<file path="config.mk">
export PLATFORM = sky130hd
export DESIGN_NAME = game_sequencer
export DESIGN_NICKNAME = d
export VERILOG_FILES = /design/src/rtl/game_pkg.sv /design/src/rtl/rise_edge_det.sv /design/src/rtl/game_sequencer.sv
export SDC_FILE = /design/constraint.sdc
export NUM_CORES = 1
export LEC_CHECK = 0
export BUFFER_PORTS_ARGS = -buffer_cell sky130_fd_sc_hd__buf_2
export CAP_MARGIN = 25
export CORE_AREA = 2 2 54 56
export CTS_BUF_LIST = sky130_fd_sc_hd__clkbuf_4 sky130_fd_sc_hd__clkbuf_8
export DETAILED_ROUTE_END_ITERATION = 6
export DIE_AREA = 0 0 56 58
export GPL_TIMING_DRIVEN = 0
export PLACE_DENSITY = 0.8
export REMOVE_ABC_BUFFERS = 1
export SLEW_MARGIN = 20
export SYNTH_ARGS = -nofsm -noshare
export SYNTH_HDL_FRONTEND = slang
export SYNTH_SLANG_ARGS = --single-unit
</file>
<file path="constraint.sdc">
create_clock -name pclk -period 2.1 [get_ports pclk]
set_input_delay 0 -clock pclk [delete_from_list [all_inputs] [get_ports pclk]]
set_output_delay 0 -clock pclk [all_outputs]
set_load 0.005 [all_outputs]
</file>
<file path="src/rtl/game_pkg.sv">
//==============================================================================
// Module  : game_pkg
// Purpose : Shared types and widths for the Warblade game-flow controller.
//           Holds the game state encoding, datapath widths and default frame
//           interval constants.
// Ports   : none (package)
// Config  : GAME_PAUSE_EN (PAUSED encoding is always reserved in the enum)
// Revision: 1.0 - initial release
//==============================================================================
`default_nettype none
`timescale 1ns/1ps

package game_pkg;

  localparam int LEVEL_W = 4;
  localparam int LIVES_W = 2;
  localparam int FRAME_W = 8;
  localparam int KILLS_W = 3;

  localparam int DEF_CLEAR_FRAMES = 120;
  localparam int DEF_HIT_FRAMES   = 60;

  typedef enum logic [2:0] {
    IDLE   = 3'd0,
    PLAY   = 3'd1,
    CLEAR  = 3'd2,
    HIT    = 3'd3,
    OVER   = 3'd4,
    WIN    = 3'd5,
    PAUSED = 3'd6
  } game_state_e;

endpackage

`default_nettype wire

</file>
<file path="src/rtl/rise_edge_det.sv">
//==============================================================================
// Module  : rise_edge_det
// Purpose : Registered rising-edge detector. pulse is high for one clock,
//           one clock after din is first sampled high following a low sample.
// Ports   : pclk  in  clock
//           rst   in  asynchronous active-low reset
//           din   in  level input, already synchronous to pclk
//           pulse out registered 1-cycle edge pulse
// Revision: 1.0 - initial release
//==============================================================================
`default_nettype none
`timescale 1ns/1ps

module rise_edge_det (
  input  logic pclk,
  input  logic rst,
  input  logic din,
  output logic pulse
);

  logic din_q;

  always_ff @(posedge pclk or negedge rst) begin
    if (!rst) begin
      din_q <= 1'b0;
      pulse <= 1'b0;
    end else begin
      din_q <= din;
      pulse <= din & ~din_q;
    end
  end

endmodule

`default_nettype wire

</file>
<file path="src/rtl/game_sequencer.sv">
//==============================================================================
// Module  : game_sequencer
// Purpose : Frame-synchronous game-flow controller. Counts kills and hits and
//           sequences IDLE -> PLAY -> CLEAR -> next level / OVER / WIN.
//           Timed intervals are counted in frames (vsync_in rising edges).
// Ports   : pclk         in   pixel clock
//           rst          in   asynchronous active-low reset
//           vsync_in     in   vsync; rising edge is the frame tick
//           start        in   start/restart button (rising edge used)
//           enemy_killed in   1-cycle pulse per enemy destroyed
//           player_hit   in   1-cycle pulse per hit on the player
//           pause        in   pause button (only with GAME_PAUSE_EN)
//           level        out  current level 1..NUM_LEVELS
//           level_change out  1-cycle pulse on level load/advance
//           lives        out  remaining lives
//           state        out  encoded game state (game_state_e)
//           play_en      out  high only in PLAY
//           freeze       out  high whenever not in PLAY
// Config  : GAME_PAUSE_EN - adds the pause input and the PAUSED state
// Revision: 1.0 - initial release
//==============================================================================
`default_nettype none
`timescale 1ns/1ps

module game_sequencer
  import game_pkg::*;
#(
  parameter int NUM_LEVELS    = 8,
  parameter int KILLS_PER_LVL = 5,
  parameter int LIVES_INIT    = 3,
  parameter int CLEAR_FRAMES  = DEF_CLEAR_FRAMES,
  parameter int HIT_FRAMES    = DEF_HIT_FRAMES
) (
  input  logic               pclk,
  input  logic               rst,
  input  logic               vsync_in,
  input  logic               start,
  input  logic               enemy_killed,
  input  logic               player_hit,
`ifdef GAME_PAUSE_EN
  input  logic               pause,
`endif
  output logic [LEVEL_W-1:0] level,
  output logic               level_change,
  output logic [LIVES_W-1:0] lives,
  output logic [2:0]         state,
  output logic               play_en,
  output logic               freeze
);

  localparam logic [LEVEL_W-1:0] LEVEL_MAX = LEVEL_W'(NUM_LEVELS);
  localparam logic [KILLS_W-1:0] KILLS_TGT = KILLS_W'(KILLS_PER_LVL);
  localparam logic [LIVES_W-1:0] LIVES_LD  = LIVES_W'(LIVES_INIT);
  localparam logic [FRAME_W-1:0] CLEAR_LD  = FRAME_W'(CLEAR_FRAMES);
  localparam logic [FRAME_W-1:0] HIT_LD    = FRAME_W'(HIT_FRAMES);

  game_state_e        cur;
  logic [KILLS_W-1:0] kills;
  logic [FRAME_W-1:0] frame_cnt;
  logic               frame_tick;
  logic               start_edge;
  logic               pause_edge;

  rise_edge_det u_vsync_edge (.pclk(pclk), .rst(rst), .din(vsync_in), .pulse(frame_tick));
  rise_edge_det u_start_edge (.pclk(pclk), .rst(rst), .din(start),    .pulse(start_edge));

`ifdef GAME_PAUSE_EN
  rise_edge_det u_pause_edge (.pclk(pclk), .rst(rst), .din(pause),    .pulse(pause_edge));
`else
  // No pause button: PAUSED is unreachable.
  assign pause_edge = 1'b0;
`endif

  assign state = cur;

  // play_en/freeze are written alongside every state change so they stay
  // registered and aligned with state.
  always_ff @(posedge pclk or negedge rst) begin
    if (!rst) begin
      cur          <= IDLE;
      level        <= LEVEL_W'(1);
      lives        <= LIVES_LD;
      kills        <= '0;
      frame_cnt    <= '0;
      level_change <= 1'b0;
      play_en      <= 1'b0;
      freeze       <= 1'b1;
    end else begin
      level_change <= 1'b0;
      case (cur)
        IDLE, OVER, WIN: begin
          if (start_edge) begin
            cur          <= PLAY;
            play_en      <= 1'b1;
            freeze       <= 1'b0;
            level        <= LEVEL_W'(1);
            lives        <= LIVES_LD;
            kills        <= '0;
            frame_cnt    <= '0;
            level_change <= 1'b1;
          end
        end

        PLAY: begin
          if (pause_edge) begin
            cur     <= PAUSED;
            play_en <= 1'b0;
            freeze  <= 1'b1;
          end else if (player_hit) begin
            // A hit wins over a simultaneous kill; the kill is dropped.
            play_en <= 1'b0;
            freeze  <= 1'b1;
            if (lives <= LIVES_W'(1)) begin
              lives <= '0;
              cur   <= OVER;
            end else begin
              lives     <= lives - LIVES_W'(1);
              cur       <= HIT;
              frame_cnt <= HIT_LD;
            end
          end else if (enemy_killed) begin
            if (kills >= KILLS_TGT - KILLS_W'(1)) begin
              kills     <= KILLS_TGT;
              cur       <= CLEAR;
              frame_cnt <= CLEAR_LD;
              play_en   <= 1'b0;
              freeze    <= 1'b1;
            end else begin
              kills <= kills + KILLS_W'(1);
            end
          end
        end

        CLEAR: begin
          if (frame_tick) begin
            // Leaving on the tick that would reach zero gives exactly
            // CLEAR_FRAMES ticks in this state.
            if (frame_cnt <= FRAME_W'(1)) begin
              frame_cnt <= '0;
              if (level >= LEVEL_MAX) begin
                cur <= WIN;
              end else begin
                level        <= level + LEVEL_W'(1);
                kills        <= '0;
                level_change <= 1'b1;
                cur          <= PLAY;
                play_en      <= 1'b1;
                freeze       <= 1'b0;
              end
            end else begin
              frame_cnt <= frame_cnt - FRAME_W'(1);
            end
          end
        end

        HIT: begin
          if (frame_tick) begin
            if (frame_cnt <= FRAME_W'(1)) begin
              frame_cnt <= '0;
              cur       <= PLAY;
              play_en   <= 1'b1;
              freeze    <= 1'b0;
            end else begin
              frame_cnt <= frame_cnt - FRAME_W'(1);
            end
          end
        end

        PAUSED: begin
          if (pause_edge) begin
            cur     <= PLAY;
            play_en <= 1'b1;
            freeze  <= 1'b0;
          end
        end

        default: begin
          cur     <= IDLE;
          play_en <= 1'b0;
          freeze  <= 1'b1;
        end
      endcase
    end
  end

endmodule

`default_nettype wire

</file>
==> qor.txt <==
H-tree Lvls: 1
Max Clk Rate: 492 MHz
Synth Instances: 157
FFs w/ async S/R, synth: 100%
Max-slew headroom: 57.9%
total gr overflow: 0
drt drc: 0
Root Buffer: clkbuf_4
RSZ-0062 raised after global routing: no
gpl congestion: 0.906
Unique masters post-synth: 47
global routing usage on met1: 28.0%
Cells after DPL: 201
iteration count of the initial detailed-routing pass: 4
power density cells: 657 nW/um^2
startpoint types: flip-flop
R2R cell count: 3
initial core utilization: 57.9%
fraction of layout instances using a drive strength above 1: 23.9%
Die X: 56 um
final WL: 3340 um
Core Box Area: 2660 um^2
Tightest Pin Transition: 0.631 ns
post-DP HPWL: 2280 um
Crit Path Max Fanout: 7
met2 Usage GRT: 38.0%
global-route usage over all layers: 22.4%
Yosys top cell area share: 37.3%
dominant synthesized flop cell: dfrtp_1
Top Family by Delay on Critical Path: simple AND/OR/NAND/NOR gates
Final Power: 1160 uW
clock buffer count from CTS: 3
CP Cell Sequence: or4_4 -> or4b_4 -> a221oi_2
input/output buffers: 17
fin crit share: 96.8%
DR WL/cell: 15.8 um
pin count of the biggest net entering global routing: 28
area growth from synthesis to layout: 14.1%
I/O pin cnt: 18
via count: 1322
DR vias/cell: 6.27
Reg-to-Reg End: state[2]
clk_lat worst skew: 0.33 ns
Post-synth EDFFs: 0
first-pass GRT wire length: 5740 um
Pleak: 0.000779 uW
Post-synth top cells: dfrtp_1, inv_1, a21oi_1, nor2_1
Layout Skew: 0.00103 ns
TritonCTS Sinks: 27
Worst EP required: 2.35 ns
Syn. warnings: 0
die height: 58 um
clk slew on worst S/H paths: 0.14 ns
Detail Route Antenna Nets: 0
crit path time final: 2.03 ns
Final Setup Violations: 0
syn avg cell area: 9.82 um^2
Worst Setup SP: frame_cnt[4]
Final Net Count: 193
number of DRC markers in iteration 0: 53
CP bufs+invs: 0
final core occ: 66.1%
crit path DAT: 2.28 ns
Register-to-Register Setup Slack: 0.07 ns
Worst path max stage delay: 0.59 ns
CTS tree: built
Worst Hold Class: in2async
initial antenna violation count: 0
GR Layer Usage met3: 3.79%
leading area contributor after synthesis: dfrtp_1
total stage count of the critical path: 3
area of the mapped netlist: 1540 um^2
Setup crit end kind: flip-flop
Max Slew Vio Count: 0
number of max-cap violations: 0
Rows: 19
sequential cell area fraction in the yosys report: 44.2%
vias in the first global route: 1305
GR peak layer: met2
status: complete, no violations
worst vdd ir: 0.000700 V
CP max stage cell: or4b_4
die area: 3250 um^2
RR Startpoint: frame_cnt[4]
most numerous cell in the Yosys netlist: dfrtp_1
Diodes inserted: 0
final hold vios: 0
register bit total from synthesis: 27
CTS max path bufs: 2
crit path kind: reg2reg
Final Non-Filler Cells: 211
synth top area cells: dfrtp_1, dfstp_2, ha_1
Critical Path End: state[2]
-- cell usage in the layout (no fill, tap or decap), types with 3 or more instances in the layout --
| cell | count |
|---|---|
| dfrtp_1 | 18 |
| buf_2 | 17 |
| inv_1 | 13 |
| a21oi_1 | 11 |
| nor2_1 | 8 |
| nand2_1 | 7 |
| o21ai_0 | 7 |
| a21o_1 | 6 |
| nand3_1 | 6 |
| ha_1 | 6 |
| nand2b_1 | 5 |
| nor2b_1 | 5 |
| o211ai_1 | 5 |
| dfrtp_2 | 5 |
| nor3_1 | 4 |
| o31ai_1 | 4 |
| clkbuf_4 | 4 |
| dfstp_2 | 4 |
| dlygate4sd3_1 | 4 |
| o31a_1 | 3 |
| o2bb2ai_1 | 3 |
-- worst register-to-register path, stage by stage, from the launching register on --
cell	delay, ns
dfrtp_2	0.48
or4_4	0.58
or4b_4	0.59
a221oi_2	0.29
-- final cells by class --
class                   count  area, um^2
well taps                  31        38.8
inverters                  13        48.8
fillers                   206         903
clock buffers               4        30.0
multi-input cells         113         815
repair buffers             23         140
flip-flops and latches     27         687
-- power breakdown --
part | leakage (uW) | switching, uW | internal, uW
clock | 0.0000184 | 155 | 87.6
combinational | 0.000447 | 163 | 125
sequential | 0.000314 | 55.6 | 570
total | 0.000779 | 373 | 783
-- cells by family after synthesis --
logic type	count (synthesis)	share of synthesized area, %
compound gates	57	26.5
mux	2	1.38
fa+ha+maj	6	4.87
flops	27	44.2
simple gates	48	18.8
buf+inv	17	4.30
-- layer usage --
layer	vias up	wire, um
li1	629	-
met1	630	1460
met2	60	1620
met3	3	243
met4	0	27
met5	-	0
-- flip-flops by register name, summed over array words and instances, names as in the netlist --
signal and count:
frame_cnt 8, freeze 1, kills 3, level 4, level_change 1, lives 2, play_en 1, state 3
u_start_edge.din_q 1, u_start_edge.pulse 1, u_vsync_edge.din_q 1, u_vsync_edge.pulse 1
-- through the flow --
stage	hold slack, ns	area, um^2	TNS (ns)	setup WS [ns]
2_1_floorplan	-0.296	1520	0	0.127
3_3_place_gp	0.0355	1650	-0.182	-0.182
3_5_place_dp	0.0423	1650	-0.233	-0.204
4_1_cts	0.160	1730	0	0.0484
5_1_grt	0.191	1760	0	0.00624
6_report	0.179	1760	0	0.0665
-- timing repair --
action,in CTS,in global routing
pin swaps,0,0
resized for setup,3,6
endpoints found under the setup margin,6,3
buffers inserted,0,2
hold buffers,4,0
hold endpoints to repair,28,0
-- worst min path at each step --
stage          slack [ns]      endpoint         start  cells after the start
6_report             0.18      kills[1]           rst                      2
2_1_floorplan       -0.30  frame_cnt[0]           rst                      0
4_1_cts              0.16        freeze  enemy_killed                      5
3_5_place_dp         0.04      level[2]           rst                      1
3_3_place_gp         0.04      level[2]           rst                      1
5_1_grt              0.19      kills[0]  enemy_killed                      4
No activity file was read; power rests on OpenSTA's default activity.
